==> config.mk <==
export PLATFORM = sky130hd
export DESIGN_NAME = factor_display_sequencer
export DESIGN_NICKNAME = d
export VERILOG_FILES = /design/src/rtl/factor_display_sequencer_pkg.sv /design/src/rtl/factor_display_sequencer_seg7_decoder.sv /design/src/rtl/factor_display_sequencer.sv
export SDC_FILE = /design/constraint.sdc
export NUM_CORES = 1
export LEC_CHECK = 0
export ABC_CLOCK_PERIOD_IN_PS = 6700
export CAP_MARGIN = 40
export CORE_AREA = 2 2 73 110
export CTS_CLUSTER_DIAMETER = 100
export DETAILED_ROUTE_END_ITERATION = 8
export DIE_AREA = 0 0 75 112
export DONT_BUFFER_PORTS = 1
export PLACE_DENSITY_LB_ADDON = 0.08
export SLEW_MARGIN = 40
export SYNTH_ARGS = -nofsm -noshare
export SYNTH_HDL_FRONTEND = slang
export SYNTH_SLANG_ARGS = --single-unit
==> constraint.sdc <==
create_clock -name clk -period 6.7 [get_ports clk]
set_input_delay 0.67 -clock clk [delete_from_list [all_inputs] [get_ports clk]]
set_output_delay 0.67 -clock clk [all_outputs]
set_load 0.1 [all_outputs]
==> src/rtl/factor_display_sequencer_pkg.sv <==
// -----------------------------------------------------------------------------
// factor_display_sequencer_pkg
// Shared definitions for the factor display sequencer and its 7-segment
// decoder. It holds the sequencer state encoding, the factor vector geometry
// and the segment patterns, {g,f,e,d,c,b,a}, active high.
// -----------------------------------------------------------------------------
package factor_display_sequencer_pkg;

  // factors[i] set means the number is divisible by i + FACTOR_BASE
  localparam int FACTOR_BITS = 18;
  localparam int FACTOR_BASE = 2;

  typedef enum logic [2:0] {
    SETTLE,
    SCAN,
    SHOW,
    GAP,
    STATIC
  } state_t;

  localparam logic [6:0] SEG_0     = 7'h3F;
  localparam logic [6:0] SEG_1     = 7'h06;
  localparam logic [6:0] SEG_2     = 7'h5B;
  localparam logic [6:0] SEG_3     = 7'h4F;
  localparam logic [6:0] SEG_4     = 7'h66;
  localparam logic [6:0] SEG_5     = 7'h6D;
  localparam logic [6:0] SEG_6     = 7'h7D;
  localparam logic [6:0] SEG_7     = 7'h07;
  localparam logic [6:0] SEG_8     = 7'h7F;
  localparam logic [6:0] SEG_9     = 7'h6F;
  localparam logic [6:0] SEG_P     = 7'h73;
  localparam logic [6:0] SEG_DASH  = 7'h40;
  localparam logic [6:0] SEG_BLANK = 7'h00;

endpackage

==> src/rtl/factor_display_sequencer_seg7_decoder.sv <==
// -----------------------------------------------------------------------------
// seg7_decoder
// Combinational decimal digit to 7-segment pattern. Codes 10..15 are not
// decimal digits and decode to a blank display.
// Ports:
//   i_digit  in  4  digit 0..9
//   o_seg    out 7  {g,f,e,d,c,b,a}, active high
// -----------------------------------------------------------------------------
module seg7_decoder
  import factor_display_sequencer_pkg::*;
(
  input  logic [3:0] i_digit,
  output logic [6:0] o_seg
);

  always_comb begin
    o_seg = SEG_BLANK;
    case (i_digit)
      4'd0:    o_seg = SEG_0;
      4'd1:    o_seg = SEG_1;
      4'd2:    o_seg = SEG_2;
      4'd3:    o_seg = SEG_3;
      4'd4:    o_seg = SEG_4;
      4'd5:    o_seg = SEG_5;
      4'd6:    o_seg = SEG_6;
      4'd7:    o_seg = SEG_7;
      4'd8:    o_seg = SEG_8;
      4'd9:    o_seg = SEG_9;
      default: o_seg = SEG_BLANK;
    endcase
  end

endmodule

==> src/rtl/factor_display_sequencer.sv <==
// -----------------------------------------------------------------------------
// factor_display_sequencer
// Sits behind the factorizer. After every change of the input number it waits
// for the factorizer to settle and takes a snapshot of factors/is_prime. It
// then steps each set factor (2..19) onto a single 7-segment digit, holding
// each one for DWELL_TICKS slow ticks. A gap marker is shown between passes:
// 'P' for a prime, otherwise blank. A number with no factor in 2..19 shows a
// static 'P' (prime) or '-' (not prime).
// Ports:
//   clk             in  1   clock
//   reset           in  1   synchronous, active-high reset
//   number          in  8   value that also drives the factorizer
//   factors         in  18  bit i set: divisible by i+2
//   is_prime        in  1   factorizer prime flag
//   tick            in  1   single-cycle slow advance strobe
//   seg             out 7   {g,f,e,d,c,b,a}, active high
//   dp              out 1   displayed factor is >= 10
//   factor_value    out 5   displayed factor, 0 when none
//   showing_factor  out 1   a factor is on the display
// -----------------------------------------------------------------------------
module factor_display_sequencer
  import factor_display_sequencer_pkg::*;
#(
  parameter int SETTLE_CYCLES = 4,
  parameter int DWELL_TICKS   = 2
) (
  input  logic                   clk,
  input  logic                   reset,
  input  logic [7:0]             number,
  input  logic [FACTOR_BITS-1:0] factors,
  input  logic                   is_prime,
  input  logic                   tick,
  output logic [6:0]             seg,
  output logic                   dp,
  output logic [4:0]             factor_value,
  output logic                   showing_factor
);

  localparam int CNT_W = $clog2(SETTLE_CYCLES + 1);
  localparam logic [CNT_W-1:0] SETTLE_LOAD = CNT_W'(SETTLE_CYCLES);
  localparam logic [CNT_W-1:0] CNT_ONE     = CNT_W'(1);
  localparam logic [7:0]       DWELL_LOAD  = 8'(DWELL_TICKS);
  localparam logic [4:0]       LAST_IDX    = 5'(FACTOR_BITS - 1);

  state_t                 r_state;
  logic [CNT_W-1:0]       r_settle_cnt;
  logic [4:0]             r_idx;
  logic [7:0]             r_number_q;
  logic [FACTOR_BITS-1:0] r_snap_f;
  logic                   r_snap_p;
  logic [7:0]             r_dwell;
  logic [6:0]             r_seg;
  logic                   r_dp;
  logic [4:0]             r_factor_value;
  logic                   r_showing;

  state_t                 w_state_next;
  logic [CNT_W-1:0]       w_settle_next;
  logic [4:0]             w_idx_next;
  logic [FACTOR_BITS-1:0] w_snap_f_next;
  logic                   w_snap_p_next;
  logic [7:0]             w_dwell_next;
  logic [6:0]             w_seg_next;
  logic                   w_dp_next;
  logic [4:0]             w_fv_next;
  logic                   w_showing_next;

  logic [4:0]             w_shown;
  logic [3:0]             w_digit;
  logic [6:0]             w_seg_dec;

  // ---------------------------------------------------------------------------
  // Next-state logic. A number change overrides everything, including a tick
  // arriving in the same cycle.
  // ---------------------------------------------------------------------------
  always_comb begin
    w_state_next  = r_state;
    w_settle_next = r_settle_cnt;
    w_idx_next    = r_idx;
    w_snap_f_next = r_snap_f;
    w_snap_p_next = r_snap_p;
    w_dwell_next  = r_dwell;

    if (number != r_number_q) begin
      w_state_next  = SETTLE;
      w_settle_next = SETTLE_LOAD;
    end else begin
      case (r_state)
        SETTLE: begin
          if (r_settle_cnt == '0) begin
            w_snap_f_next = factors;
            w_snap_p_next = is_prime;
            w_idx_next    = '0;
            w_state_next  = (factors == '0) ? STATIC : SCAN;
          end else begin
            w_settle_next = r_settle_cnt - CNT_ONE;
          end
        end

        // One candidate bit per clock; ticks have no effect here.
        SCAN: begin
          if (r_snap_f[r_idx]) begin
            w_state_next = SHOW;
            w_dwell_next = DWELL_LOAD;
          end else if (r_idx == LAST_IDX) begin
            w_state_next = GAP;
            w_idx_next   = '0;
            w_dwell_next = DWELL_LOAD;
          end else begin
            w_idx_next = r_idx + 5'd1;
          end
        end

        // The dwell counter is loaded on entry regardless of tick, so a tick
        // landing in the entry cycle never shortens the hold.
        SHOW: begin
          if (tick) begin
            if (r_dwell <= 8'd1) begin
              if (r_idx == LAST_IDX) begin
                w_state_next = GAP;
                w_idx_next   = '0;
                w_dwell_next = DWELL_LOAD;
              end else begin
                w_state_next = SCAN;
                w_idx_next   = r_idx + 5'd1;
              end
            end else begin
              w_dwell_next = r_dwell - 8'd1;
            end
          end
        end

        GAP: begin
          if (tick) begin
            if (r_dwell <= 8'd1) begin
              w_state_next = SCAN;
              w_idx_next   = '0;
            end else begin
              w_dwell_next = r_dwell - 8'd1;
            end
          end
        end

        STATIC: begin
          w_state_next = STATIC;
        end

        default: begin
          w_state_next  = SETTLE;
          w_settle_next = SETTLE_LOAD;
        end
      endcase
    end
  end

  // Displayed factor for the upcoming state, split into tens flag and units.
  assign w_shown = w_idx_next + 5'(FACTOR_BASE);
  assign w_digit = (w_shown >= 5'd10) ? 4'(w_shown - 5'd10) : w_shown[3:0];

  seg7_decoder u_seg7_decoder (
    .i_digit (w_digit),
    .o_seg   (w_seg_dec)
  );

  // Outputs are derived from the next state so the registered outputs line up
  // with the state they describe.
  always_comb begin
    w_seg_next     = SEG_BLANK;
    w_dp_next      = 1'b0;
    w_fv_next      = '0;
    w_showing_next = 1'b0;
    case (w_state_next)
      SHOW: begin
        w_seg_next     = w_seg_dec;
        w_dp_next      = (w_shown >= 5'd10);
        w_fv_next      = w_shown;
        w_showing_next = 1'b1;
      end
      GAP:     w_seg_next = w_snap_p_next ? SEG_P : SEG_BLANK;
      STATIC:  w_seg_next = w_snap_p_next ? SEG_P : SEG_DASH;
      default: w_seg_next = SEG_BLANK;
    endcase
  end

  always_ff @(posedge clk) begin
    if (reset) begin
      r_state        <= SETTLE;
      r_settle_cnt   <= SETTLE_LOAD;
      r_idx          <= '0;
      r_number_q     <= '0;
      r_snap_f       <= '0;
      r_snap_p       <= 1'b0;
      r_dwell        <= '0;
      r_seg          <= SEG_BLANK;
      r_dp           <= 1'b0;
      r_factor_value <= '0;
      r_showing      <= 1'b0;
    end else begin
      r_state        <= w_state_next;
      r_settle_cnt   <= w_settle_next;
      r_idx          <= w_idx_next;
      r_number_q     <= number;
      r_snap_f       <= w_snap_f_next;
      r_snap_p       <= w_snap_p_next;
      r_dwell        <= w_dwell_next;
      r_seg          <= w_seg_next;
      r_dp           <= w_dp_next;
      r_factor_value <= w_fv_next;
      r_showing      <= w_showing_next;
    end
  end

  assign seg            = r_seg;
  assign dp             = r_dp;
  assign factor_value   = r_factor_value;
  assign showing_factor = r_showing;

endmodule

======== After elaboration in Yosys (flattened, before gate mapping) ========
Memories as Yosys holds them, arrays and structs flattened.
Index checks and enable logic that the tools add are counted.
storage, ports and cells
  bits in registers ....................... 60
  ROM bits ................................ 112
  bits of input ports ..................... 30
  output and inout port bits .............. 14
  logic and storage cells ................. 85
  memories ................................ 1
memory list
  memory            depth  width  read ports  clocked after Yosys merged registers in  wr ports  line                                         source
  (name not given)  16     7      1           0                                        0         factor_display_sequencer_seg7_decoder.sv:18  case (i_digit)
operators by class
  add/sub/neg operators ................... 5
  order comparisons ....................... 3
  equal/unequal tests ..................... 13
  mux-type cells .......................... 39
  bitwise gates (word level) .............. 3
  reduce and logical (&&, ||, !) cells .... 10
operators by type and width
  cell                                                               number
  two-way mux 8 bit                                                  6
  two-way mux 5 bit                                                  8
  two-way mux 3 bit                                                  10
  one-hot mux 8 bit (3 select lines)                                 1
  one-hot mux 7 bit (3 select lines)                                 1
  one-hot mux 5 bit (4 select lines)                                 1
  logical NOT 18 bit                                                 1
  one-hot mux 3 bit (5 select lines)                                 1
  == test 3 x 2 -> 1 bit, second input constant                      4
  <= comparator 8 x 1 -> 1 bit, second input constant                1
  != test 2 bit, second input constant                               4
  != test 8 bit                                                      1
  subtractor 8 x 1 -> 8 bit, second input constant                   1
  two-way mux 7 bit                                                  1
  == test 3 bit, second input constant                               2
  logical NOT 3 bit                                                  2
  less-than comparator 5 x 6 -> 1 bit, second input constant         1
  two-way mux 6 bit                                                  1
  one-hot mux 3 bit (2 select lines)                                 1
  adder 5 x 1 -> 5 bit, second input constant                        1
  adder 5 x 2 -> 5 bit, second input constant                        1
  binary-select mux 1 bit (select 5 bit)                             1
  == test 5 bit, second input constant                               1
  greater-or-equal comparator 5 x 4 -> 1 bit, second input constant  1
  13 further kinds                                                   20

======== Longest topological paths before layout ========
An unclocked memory read counts as a cell.
  depth after elaboration ................. 11
  depth in mapped cells ................... 19

======== Modules after synthesis ========
A second synthesis with hierarchy kept.
second synthesis, totals
  cells, all modules ...................... 377
  area, all modules ....................... 3293.2 µm²
modules (own cells, without submodules)
  module                    times used  cells an instance  area each (µm²)
  factor_display_sequencer  1           351                3091.7
  seg7_decoder              1           26                 201.4

======== Least setup slack after synthesis ========
Ideal clock, no wire load.
  path type ............................... input to register
  start ................................... input port number[3]
  end ..................................... register r_seg[5], in the netlist seg[5]
  arrival time ............................ 3.880 ns
  data required time ...................... 6.567 ns
  slack ................................... 2.687 ns
  stages .................................. 17
  buffers on the path ..................... 1
  cell sequence ........................... xnor2_1 nand4_1 nor3_4 nand3_1 a21o_2 o21ai_2 nand2_1 ha_1 clkbuf_1 nor2_1 a21oi_1 o221a_2 inv_1 ha_1 or3_1 a21oi_1 o21ai_1
between the ends
  word-level cells in the longest chain between the ends .. 7
ends and longest elaborated chain
  item                                                                                   line                             source
  start: declaration                                                                     factor_display_sequencer.sv:29   input logic [7:0] number,
  != test 8 bit *                                                                        factor_display_sequencer.sv:84   if (number != r_number_q) begin
  two-way mux 5 bit *                                                                    factor_display_sequencer.sv:84
  via w_idx_next[2]                                                                      factor_display_sequencer.sv:59   logic [4:0] w_idx_next;
  adder 5 x 2 -> 5 bit *                                                                 factor_display_sequencer.sv:157  assign w_shown = w_idx_next + 5'(FACTOR_BASE);
  via w_shown[2]                                                                         factor_display_sequencer.sv:68   logic [4:0] w_shown;
  subtractor 4 bit / greater-or-equal comparator 5 x 4 -> 1 bit (equally long branches)  factor_display_sequencer.sv:158  assign w_digit = (w_shown >= 5'd10) ? 4'(w_shown - 5'd10) : w_shown[3:0];
  two-way mux 4 bit *                                                                    factor_display_sequencer.sv:158
  memory read (16 x 7 bit) *                                                             --
  one-hot mux 7 bit (3 select lines) *                                                   factor_display_sequencer.sv:172  case (w_state_next)
  end signal: assignment                                                                 factor_display_sequencer.sv:206  r_seg <= w_seg_next;
  end: declaration                                                                       factor_display_sequencer.sv:52   logic [6:0] r_seg;
Mark *: on every way through the listed nets, which the timed path passes. The rest lies on a longest branch.
A chain may end at the register's enable or synchronous reset.

======== Worst setup path after layout ========
  start ................................... register r_idx[0]
  end ..................................... register r_seg[0], in the netlist seg[0]
between the ends
  word-level cells in the longest chain between the ends .. 11
ends and longest elaborated chain
  item                                                                                   line                                                              source
  start: declaration                                                                     factor_display_sequencer.sv:47                                    logic [4:0] r_idx;
  start signal: assignment                                                               factor_display_sequencer.sv:201                                   r_idx <= w_idx_next;
  adder 5 x 1 -> 5 bit / == test 5 bit (equally long branches)                           --
  two-way mux 5 bit                                                                      factor_display_sequencer.sv:105, factor_display_sequencer.sv:119
  two-way mux 5 bit                                                                      factor_display_sequencer.sv:118                                   if (r_dwell <= 8'd1) begin
  two-way mux 5 bit                                                                      factor_display_sequencer.sv:117                                   if (tick) begin
  one-hot mux 5 bit (4 select lines) *                                                   factor_display_sequencer.sv:88                                    case (r_state)
  two-way mux 5 bit *                                                                    factor_display_sequencer.sv:84
  via w_idx_next[2]                                                                      factor_display_sequencer.sv:59
  adder 5 x 2 -> 5 bit *                                                                 factor_display_sequencer.sv:157
  subtractor 4 bit / greater-or-equal comparator 5 x 4 -> 1 bit (equally long branches)  factor_display_sequencer.sv:158
  two-way mux 4 bit *                                                                    factor_display_sequencer.sv:158
  memory read (16 x 7 bit) *                                                             --
  one-hot mux 7 bit (3 select lines) *                                                   factor_display_sequencer.sv:172
Mark *: on every way through the listed nets, which the timed path passes. The rest lies on a longest branch. The select of a mux whose other input is x is not followed.

==> out/qor.txt <==
status: finished, final reports clean
share of Yosys cell area claimed by the top area cell type: 0.3671
total power: 830.0 uW
final hold viol count: 0
Synth top cells by count: 60 x dfxtp_1, 49 x nor2_1, 28 x mux2i_1
hold path start: reset
Critical Path Source Type: register
asr flop ratio synth: 0
Starting Density: 0.4382
fmax: 236.6 MHz
Final Cycle Share: 0.6308
DP HPWL: 5460 um
Vias: 2591
Distinct cells, synth: 71
gr usage total: 0.1956
Post-synth EDFFs: 0
# resized after CTS: 0
Num CTS Buffers: 9
share of layout cells above drive strength 1: 0.1613
top-count cell post-synth: dfxtp_1
vias in the first global route: 2732
flops & latches, synth: 60
Finish-stage setup viols: 0
CTS HTree Levels: 3
Syn Std Cell Area: 3272 sq um
critical path required time: 6.90 ns
global-route wire length before repair: 12600 um
clk sink count: 60
total core area: 7466 sq um
reg-to-reg startpoint: r_idx[0]$_SDFF_PP0_
die width: 75 um
Max Root-Sink Buffers: 2
Final Skew: 0.005498 ns
Sum Neg Setup Slack: 0 ns
top cell type by total area after synthesis: dfxtp_1
via/cell ratio: 5.466
max-slew violations: 0
Site Rows: 39
Overflow after GRT: 0
Top FF cell, synth: dfxtp_1
gpl congestion: 0.8303
I/O pins: 44
Layout area overhead: 12.12%
Syn Nets: 412
Worst Hold End: r_dwell[3]$_SDFFE_PP0P_
Hold Slack: 0.4045 ns
layout filler cell count: 748
first-iteration detailed-routing DRC count: 156
Syn Inst Count: 369
DRC errors left: 0
Post-Route WL: 7273 um
initial antenna violation count: 0
Worst setup startpoint: r_idx[0]$_SDFF_PP0_
die area: 8400 sq um
max-cap viol count: 0
syn_area_per_cell: 8.867 sq um
PD cells: 226.3 nW/um^2
Critical Path End Type: register
first-pass iteration count of the detailed router: 4
YS warnings: 0
r2r setup slk: 2.47 ns
CTS tree: built
Leak: 1.290 nW
Area contributors post-synth: dfxtp_1 37%, mux2i_1 8.6%, nor2_1 5.6%
hold_buf cts: 0
crit path max fanout: 14
worst hold path depth: 1
WS Path Type: register to register
Root Driver: clkbuf_16
RR Endpoint: seg[0]$_SDFF_PP0_
largest net degree at the start of global routing: 45
Worst EP arrival: 4.42 ns
Die Y: 112 um
maximum VDD drop: 161.6 uV
Reg2Reg Depth: 16
Rel. slew slack: 0.5541
area of the multi-input gates: 1952 sq um
RSZ-0062 raised after global routing: no
Port-buffer cells: 0
Worst Tran Pin Value: 0.6674 ns
Ant. Diodes: 0
remaining antenna violation count after routing: 0
Final min period: 4.227 ns
Sequential Area: 1219 sq um
WL/cell: 15.34 um
Skew-Pair Late Insertion Delay: 0.33 ns
worst min-delay path category: input pin to register
postcts setup bufs: 0
register area share after synthesis: 0.3671
Clock transition at path regs: 0.05 ns
Final nets: 410
## per-stage QoR
| step | setup WS [ns] | instance area, sq um | util | std cells |
|---|---|---|---|---|
| after global placement | 2.337 | 3348 | 0.4485 | 458 |
| final | 2.473 | 3669 | 0.4914 | 474 |
| after floorplan | 2.687 | 3272 | - | 369 |
| after CTS | 2.465 | 3669 | 0.4914 | 474 |
| after global routing | 2.027 | 3669 | 0.4914 | 474 |
| after detailed placement | 2.263 | 3366 | 0.4508 | 458 |
## worst max-delay path by stage
stage | endpoint | slack (ns) | cells after the start
2_1_floorplan | seg[5]$_SDFF_PP0_ | 2.69 | 17
3_3_place_gp | seg[0]$_SDFF_PP0_ | 2.34 | 16
3_5_place_dp | seg[0]$_SDFF_PP0_ | 2.26 | 16
4_1_cts | seg[0]$_SDFF_PP0_ | 2.47 | 16
5_1_grt | seg[0]$_SDFF_PP0_ | 2.03 | 17
6_report | seg[0]$_SDFF_PP0_ | 2.47 | 16
## cell type report
type	count	share of cell area
timing repair buffer	1	0.002046
clock buffer	10	0.06514
clock inverter	6	0.01739
sequential	60	0.3322
tap	102	0.03479
inverter	16	0.01637
multi-input combinational	279	0.5321
## sequential cells by signal, indices dropped and copies added (netlist names)
signal,count
r_idx,5
r_dwell,8
r_number_q,8
dp,1
r_snap_f,18
r_snap_p,1
r_settle_cnt,3
showing_factor,1
factor_value,5
r_state,3
seg,7
## cells by family after synthesis
group,share of synthesized area
AND/OR/NAND/NOR,0.2302
XOR/XNOR,0.02945
AO/OA/AOI/OAI,0.1920
flip-flops,0.3671
adder cells (fa/ha/maj),0.04971
buffers and inverters,0.03786
multiplexers,0.09369
## power breakdown
part	switching [mW]	leakage (nW)	internal, mW
logic	0.00341	0.653	0.00592
registers	0.00114	0.493	0.360
clock network	0.163	0.144	0.296
total	0.168	1.29	0.662
## cell usage in the layout, fill, tap and decap left out, drive strengths merged, types with 2 or more instances in the layout
cell type	n
or3	4
clkinvlp	2
dfxtp	60
a22oi	3
mux2	2
a211oi	4
nor4	6
clkinv	3
nand2b	2
xnor2	9
nand3b	3
nor3	12
nand4	5
a31oi	5
nand3	10
ha	13
and2	2
nor2b	13
clkbuf	10
o211ai	3
inv	16
a2bb2oi	2
mux2i	28
nand2	20
nor3b	2
a21oi	22
o31a	2
o21ai	27
and4	3
and3	3
xor2	2
or2	2
a21o	2
nor2	50
## metal layers
layer,track usage,wire (um)
met4,0.07500,142
met2,0.3357,3863
met1,0.2147,3014
met5,0,0
met3,0.06697,252
## worst max-delay path, stage by stage, from the launching register on
cell and delay, ns:
dfxtp_1 0.72, mux2_2 0.41, nand4_1 0.16, and4_4 0.26, o211ai_1 0.12, or3_4 0.40
nand2_1 0.17, ha_1 0.25, inv_1 0.14, nor2_1 0.20, a21oi_1 0.09, o221a_2 0.35
inv_1 0.11, ha_1 0.14, or3b_1 0.35, a21oi_1 0.14, o21ai_1 0.07
Note: power is estimated with default switching activity, not from simulation.
